--- config.mk ---
export PLATFORM = sky130hd
export DESIGN_NAME = lsu_timer_flat
export DESIGN_NICKNAME = d
export VERILOG_FILES = /design/src/rtl/lsu_timer_if.sv /design/src/rtl/lsu_timer.sv /design/src/flat_wrapper.sv
export SDC_FILE = /design/constraint.sdc
export NUM_CORES = 1
export LEC_CHECK = 0
export CAP_MARGIN = 10
export CORE_MARGIN = 3
export CORE_UTILIZATION = 64
export DETAILED_ROUTE_END_ITERATION = 10
export GPL_TIMING_DRIVEN = 0
export PLACE_DENSITY = 0.86
export RECOVER_POWER = 50
export SYNTH_ARGS = -nofsm -noshare
export SYNTH_HDL_FRONTEND = slang
export SYNTH_SLANG_ARGS = --single-unit
--- constraint.sdc ---
create_clock -name clk -period 9.65 [get_ports clk]
set_input_delay 1.93 -clock clk [delete_from_list [all_inputs] [get_ports clk]]
set_output_delay 1.93 -clock clk [all_outputs]
set_load 0.05 [all_outputs]
--- src/rtl/lsu_timer_if.sv ---
// LSU <-> timer bus bundle.
// Carries the timer-window select, word offset, store strobe, byte mask and
// store data from the LSU, and returns the load data and the level interrupt.
//   master : LSU side (drives the access, receives rdata/irq)
//   slave  : timer side (receives the access, drives rdata/irq)
interface lsu_timer_if;
  logic        vld_timer;
  logic [3:0]  addr;
  logic        wren;
  logic [3:0]  bmask;
  logic [31:0] wdata;
  logic [31:0] rdata;
  logic        irq;

  modport master (
    output vld_timer, addr, wren, bmask, wdata,
    input  rdata, irq
  );

  modport slave (
    input  vld_timer, addr, wren, bmask, wdata,
    output rdata, irq
  );
endinterface

--- src/rtl/lsu_timer.sv ---
// Memory-mapped timer peripheral answering the LSU timer window (16 bytes).
// Holds a free-running 64-bit counter advanced by a prescaler, a 64-bit
// compare value, and raises a level interrupt while count >= compare.
// Ports:
//   clk  - system clock, all state changes on the rising edge
//   rst  - synchronous active-high reset
//   bus  - lsu_timer_if.slave: vld_timer/addr/wren/bmask/wdata in,
//          rdata (combinational load data) and irq (registered) out
// Register map by word offset addr[3:2]:
//   0 CNT_LO, 1 CNT_HI, 2 CMP_LO, 3 CMP_HI (all read/write)
module lsu_timer #(
  parameter int unsigned PRESCALE = 1,
  parameter logic [63:0] CMP_RST  = 64'hFFFF_FFFF_FFFF_FFFF
) (
  input logic         clk,
  input logic         rst,
  lsu_timer_if.slave  bus
);

  localparam logic [15:0] PRE_LAST = 16'(PRESCALE - 1);

  logic [15:0] pre_q;
  logic        tick;
  logic [63:0] count_q;
  logic [63:0] cmp_q;
  logic [63:0] count_next;
  logic [63:0] cmp_next;
  logic        irq_q;
  logic [1:0]  sel;
  logic        store;
  logic        store_cnt;
  logic        store_cmp;
  logic        unused_addr;

  // Replace only the bytes enabled in the mask, keep the rest of the word.
  function automatic logic [31:0] merge_bytes(input logic [31:0] old_word,
                                              input logic [31:0] new_word,
                                              input logic [3:0]  mask);
    logic [31:0] res;
    res = old_word;
    for (int b = 0; b < 4; b++) begin
      if (mask[b]) res[8*b +: 8] = new_word[8*b +: 8];
    end
    return res;
  endfunction

  assign sel         = bus.addr[3:2];
  assign unused_addr = ^bus.addr[1:0];
  assign store       = bus.vld_timer && bus.wren;
  assign store_cnt   = store && !sel[1];
  assign store_cmp   = store && sel[1];
  assign tick        = (pre_q == PRE_LAST);

  // Prescaler: counts 0..PRESCALE-1 and wraps; register writes never touch it.
  always_ff @(posedge clk) begin
    if (rst) begin
      pre_q <= 16'd0;
    end else if (tick) begin
      pre_q <= 16'd0;
    end else begin
      pre_q <= pre_q + 16'd1;
    end
  end

  // Next-state for count and compare. A store to either count half wins over
  // the tick, so the increment is dropped that cycle; compare stores do not
  // block counting. The increment is a full 64-bit add so the carry reaches
  // the high half in the same cycle.
  always_comb begin
    count_next = count_q;
    cmp_next   = cmp_q;
    if (store_cnt) begin
      if (sel[0]) begin
        count_next[63:32] = merge_bytes(count_q[63:32], bus.wdata, bus.bmask);
      end else begin
        count_next[31:0]  = merge_bytes(count_q[31:0], bus.wdata, bus.bmask);
      end
    end else if (tick) begin
      count_next = count_q + 64'd1;
    end
    if (store_cmp) begin
      if (sel[0]) begin
        cmp_next[63:32] = merge_bytes(cmp_q[63:32], bus.wdata, bus.bmask);
      end else begin
        cmp_next[31:0]  = merge_bytes(cmp_q[31:0], bus.wdata, bus.bmask);
      end
    end
  end

  // State registers. The interrupt is computed from the post-update values so
  // it lines up with the register contents visible in the following cycle.
  always_ff @(posedge clk) begin
    if (rst) begin
      count_q <= 64'd0;
      cmp_q   <= CMP_RST;
      irq_q   <= 1'b0;
    end else begin
      count_q <= count_next;
      cmp_q   <= cmp_next;
      irq_q   <= (count_next >= cmp_next);
    end
  end

  // Load path is combinational to match the single-cycle LSU; a load in a
  // tick cycle therefore sees the pre-increment value.
  always_comb begin
    bus.rdata = 32'h0;
    if (bus.vld_timer && !bus.wren) begin
      case (sel)
        2'd0:    bus.rdata = count_q[31:0];
        2'd1:    bus.rdata = count_q[63:32];
        2'd2:    bus.rdata = cmp_q[31:0];
        default: bus.rdata = cmp_q[63:32];
      endcase
    end
  end

  assign bus.irq = irq_q;

endmodule
--- src/flat_wrapper.sv ---
// flat-port wrapper written by rule: the top's interface ports become plain ports
module lsu_timer_flat 
#(
  parameter int unsigned PRESCALE = 1,
  parameter logic [63:0] CMP_RST  = 64'hFFFF_FFFF_FFFF_FFFF
)
  (clk, rst, bus_vld_timer, bus_addr, bus_wren, bus_bmask, bus_wdata, bus_rdata, bus_irq);
  lsu_timer_if bus_i ();
  input logic clk;
  input logic rst;
  input wire logic [$bits(bus_i.vld_timer)-1:0] bus_vld_timer;
  input wire logic [$bits(bus_i.addr)-1:0] bus_addr;
  input wire logic [$bits(bus_i.wren)-1:0] bus_wren;
  input wire logic [$bits(bus_i.bmask)-1:0] bus_bmask;
  input wire logic [$bits(bus_i.wdata)-1:0] bus_wdata;
  output wire logic [$bits(bus_i.rdata)-1:0] bus_rdata;
  output wire logic [$bits(bus_i.irq)-1:0] bus_irq;
  assign bus_i.vld_timer = bus_vld_timer;
  assign bus_i.addr = bus_addr;
  assign bus_i.wren = bus_wren;
  assign bus_i.bmask = bus_bmask;
  assign bus_i.wdata = bus_wdata;
  assign bus_rdata = bus_i.rdata;
  assign bus_irq = bus_i.irq;
  lsu_timer #(.PRESCALE(PRESCALE), .CMP_RST(CMP_RST)) u_core (.clk(clk), .rst(rst), .bus(bus_i));
endmodule
-- Word-level counts from Yosys, hierarchy flattened
Index checks and enable logic that the tools add are counted.
- RAM bits: 0
- latch bits: 0
- logic and storage cells: 43
- memories kept: 0
- register bits after elaboration: 145
- ROM bits: 0
- input port bits: 44
- output and inout bits: 33
- divide/modulo/power cells: 0
- eq/ne operators: 2
- order comparisons: 1
- multiply operators: 0
- multiplexer cells: 25
- reduce and logical (&&, ||, !) cells: 9
- $add $sub $neg: 2
- bitwise logic cells: 0
- shifts and indexed selects: 0
- operator list (operator ; number):
    64-bit 2-to-1 mux ; 3
    32-bit 2-to-1 mux ; 5
    8-bit 2-to-1 mux ; 16
    32-bit case mux with 3 select lines ; 1
    64-bit by 1-bit adder with 64-bit output, second input constant ; 1
    64-bit >= comparator ; 1
    16-bit by 1-bit adder with 16-bit output, second input constant ; 1
    16-bit logical NOT ; 1
    1-bit logical AND ; 4
    2-bit by 1-bit == test with 1-bit output, second input constant ; 1
    2-bit == test, second input constant ; 1
    1-bit logical NOT ; 2
    2-bit logical NOT ; 1
    2-bit OR reduction ; 1

-- Depth between registers and ports, before layout
- depth after elaboration: 4
- gate-level depth with buffers: 16
- gate-level depth less buffers: 15

-- Worst setup path after synthesis
No wires, ideal clock.
- path type: input port to output port
- from: input bus_addr[2]
- to: output bus_rdata[10]
- stages: 5
- data required time: 7.720 ns
- arrival time: 3.795 ns
- setup slack: 3.925 ns
- buffers on the path: 3
- cell sequence: clkbuf_1 > buf_1 > clkbuf_1 > mux4_2 > nor2b_1
- word-level cells in the longest chain between the ends: 3
- elaborated cells on any way between the ends: 5
- those cells by class: 2 x eq/ne; 2 x mux; 1 x reduce/logical
- ends and longest elaborated chain (item ; RTL line ; source):
    from (decl) ; flat_wrapper.sv:12 ; input wire logic [$bits(bus_i.addr)-1:0] bus_addr;
    2-bit == test (tied with other cells) ; lsu_timer.sv:109 ; case (sel)
    32-bit case mux with 3 select lines (*) ; lsu_timer.sv:109 ;
    32-bit 2-to-1 mux (*) ; lsu_timer.sv:108 ; if (bus.vld_timer && !bus.wren) begin
    to (decl) ; flat_wrapper.sv:16 ; output wire logic [$bits(bus_i.rdata)-1:0] bus_rdata;
Mark *: on every way between the ends. The rest lies on a longest branch, timed or not.

-- Final worst setup path
- from: input bus_addr[2]
- to: output bus_rdata[15]
The elaborated chain is that of the path after synthesis.

==> impl_results.md <==
* Initial core utilization at around 66%
* Register area share after synthesis at between 20% and 30%
* Design area at 11300 µm²
* Met3 WL at 4690 µm
* Num CTS Buffers at 17
* Met1 wire length at 13200 µm
* Seq cells post-synth at 145
* Final core occ at 76.9%
* Sw Share at 26.3%
* Setup crit start: bus_addr[2]
* GRT Total Usage at 41.3%
* Clock power share at between 40 and 50%
* Die height at 129 µm
* CP max stage cell: clkdlybuf4s50_1
* YS warnings at 0
* Dpl cells at 1392
* Largest net degree at the start of global routing at 17
* Final max-slew violation count at 0
* Share of cells above drive strength 1 at 7.67%
* Clk_lat worst skew at 0.44 ns
* First-pass GRT wire length at ~53000 µm
* CTS H-tree lvls at 4
* DP HPWL at approximately 25000 µm
* Synth Flop Type: dfxtp_1
* Metal2 WL at 14600 µm
* Commonest cells post-synth: 145 x dfxtp_1, 144 x nand2_1, 115 x nor2_1
* Top delay family on crit path: buffers and inverters
* Unrepaired setup endpoints after global routing: no
* Number of DRC markers in iteration 0 at 1488
* Cell Chain, Critical Path: dlygate4sd3_1, clkbuf_1, buf_1, clkbuf_1, mux4_2, nor2b_1, clkdlybuf4s50_1
* WP buf/inv at 5
* Worst-path fanout max at 10
* Power Internal at ~0.0011 W
* Post-synthesis instance total at 1136
* Power density cells at between 100 and 150 nW/µm²
* Critical path class: in2out
* # diodes at 0
* Fin. Hold Viols at 0
* Most common cell in the netlist: dfxtp_1
* Initial antenna violation count at 0
* WP data required at about 7.7 ns
* Filler cells at 1091
* Min-Delay Path Class: reg2reg
* Status: completed
* Average size of a mapped cell at 8.59 µm²
* Top post-synthesis cells by area: dfxtp_1 30%, ha_1 8.6%, mux4_2 7.4%
* CORE AREA at 14700 µm²
* Hold buffers post-CTS at 0
* Critical Path Most Common Cell: clkbuf_1
* Part of the power in combinational logic at 12.5%
* Post-synth EDFFs at 0
* Worst Tran Pin Value at 1.12 ns
* Critical Path Sink Type: output pin
* Postcts setup bufs at 0
* Root buffer cell: clkbuf_16
* Final worst path period need at 7.54 ns
* Routed wire length at 34300 µm
* IO Port Bufs at 72
* Count of cell types in the netlist at 71
* Post-Route Setup TNS at 0 ns
* Clock net sink count at 145
* Syn-to-layout area delta at 15.9%
* Routed WL per cell at 24.1 µm
* Critical Path Start Type: input port
* Slew HR at between 20% and 30%
* Final setup vio count at 0
* Clock Path Buffers at 2
* IO Count at 77
* Post-DR vias/cell at about 7.2
* F_max at 0.133 GHz
* Die width at 129 µm
* Sequential Power Share at 41.2%
* Max incr delay on CP at 0.83 ns
* CTS clock-pin slew for the worst setup and hold paths at 0.06 ns
* R2r startpoint: u_core.pre_q[0]$_SDFF_PP0_
* Max Cap Viol at 0
* Rows at 44
* GPL Wtd Cong at 1.01
* Die Area at 16800 µm²
* Final Instance Count excl. Fillers at 1423
* Yosys top cell by area: dfxtp_1
* Post-synth net total at 1247
* Part of the cycle the worst path needs at 78.1%
* ANT nets after route at 0
* Clock Skew at 0.0103 ns
* DR top layer: met4
* Via count at 10314
* Cell area after synthesis at between 9000 and 10000 µm²
* Leakage power at roughly 4.4 nW
* Crit path DAT at between 5 and 6 ns
* Nets at 1338
* CTS tree: yes
* Grt ovf at 0
* Place WS at 2.30 ns
* Top cell type's share of synthesized area at 29.8%
* DRT Pass-1 Iters at 8
* Hold Crit Start: u_core.pre_q[0]$_SDFF_PP0_
* Final worst slack at 2.11 ns
* Via count of the first global-routing pass at roughly 9700
* Worst IR drop on VDD at 142 µV
* Placed inst area at about 11000 µm²
* DR DRC count at 0
* Async SR Flop Fraction at 0%
* Worst R2R Setup Slack at approximately 4.3 ns
* Post-CTS Resized at 0
* NetSw at 0.000396 W
## cells by family (layout without fill, tap and decap cells)
logic type | count (synthesis) | count (layout) | synth area share, %
XOR/XNOR | 14 | 14 | 1.26
buffers and inverters | 63 | 166 | 2.69
flip-flops | 145 | 145 | 29.8
AO/OA/AOI/OAI | 169 | 169 | 12.4
adder cells (fa/ha/maj) | 67 | 67 | 8.60
multiplexers | 105 | 105 | 15.0
AND/OR/NAND/NOR | 573 | 573 | 30.3
## area by class of cell
cell class / instances / area (µm²) / area share (%)
inverters: 12 / 45.0 / 0.398
clock buffers: 22 / 474 / 4.19
plain buffers: 51 / 214 / 1.89
flip-flops and latches: 145 / 2900 / 25.7
well taps: 184 / 230 / 2.04
repair buffers: 72 / 721 / 6.37
multi-input cells: 928 / 6590 / 58.3
clock inverters: 9 / 131 / 1.16
## metrics by stage
| stage | total power, W | hold slack, ns |
|---|---|---|
| global route | 0.00154 | 0.532 |
| detailed placement | 0.000814 | 0.470 |
| global placement | 0.000810 | 0.455 |
| CTS | 0.00149 | 0.496 |
| finish | 0.00150 | 0.496 |
| floorplan | 0.000741 | 0.438 |
## cells in the final DEF, fill, tap and decap left out, types with 6 or more instances in the layout
master | Yosys | routed
a311oi_1 | 7 | 7
nand2_1 | 144 | 144
mux2_2 | 8 | 7
nor3_1 | 51 | 51
buf_2 | 9 | 6
or3_1 | 10 | 10
o211ai_1 | 7 | 7
dfxtp_1 | 145 | 145
clkbuf_1 | 30 | 37
a31oi_1 | 10 | 10
inv_1 | 11 | 11
clkdlybuf4s50_1 | 0 | 69
o21ai_0 | 17 | 17
a2111oi_0 | 9 | 9
nor2_1 | 115 | 115
xor2_1 | 8 | 8
nand3_1 | 56 | 56
a21oi_1 | 34 | 34
ha_1 | 67 | 67
clkbuf_16 | 0 | 17
mux2i_1 | 65 | 65
and2_1 | 28 | 26
o22ai_1 | 6 | 6
buf_1 | 8 | 6
a211oi_1 | 25 | 25
a21o_1 | 7 | 7
nor2b_1 | 36 | 36
o311ai_0 | 4 | 6
and3_1 | 17 | 17
nor4_1 | 30 | 30
nand2b_1 | 8 | 8
nand4_1 | 35 | 35
xnor2_1 | 6 | 6
and4_1 | 15 | 15
mux4_2 | 32 | 32
## final timing paths
check                                     to  depth (start not counted)
setup / recovery               bus_rdata[15]                          7
hold / removal    u_core.pre_q[0]$_SDFF_PP0_                          1
setup reg to reg   u_core.bus.irq$_SDFF_PP0_                         15
hold reg to reg   u_core.pre_q[0]$_SDFF_PP0_                          1
## per-layer routing
layer  vias to the layer above  GRT usage, %
met5                         -             0
met4                         0          20.4
met3                       194          10.8
met2                       861          61.5
met1                      4765          55.9
li1                       4494             -
## state kept, by name, indices dropped and copies added (netlist names)
| register | flops |
|---|---|
| u_core.cmp_q | 64 |
| u_core.bus.irq | 1 |
| u_core.count_q | 64 |
| u_core.pre_q | 16 |
## power groups by stage
stage | combinational, W | sequential (W) | clock, W
after global placement | 0.000178 | 0.000632 | 0
after detailed placement | 0.000181 | 0.000632 | 0
after floorplan | 0.000112 | 0.000629 | 0
after CTS | 0.000183 | 0.000619 | 0.000690
final | 0.000188 | 0.000620 | 0.000697
after global routing | 0.000198 | 0.000621 | 0.000717
No activity file was read; power rests on OpenSTA's default activity.
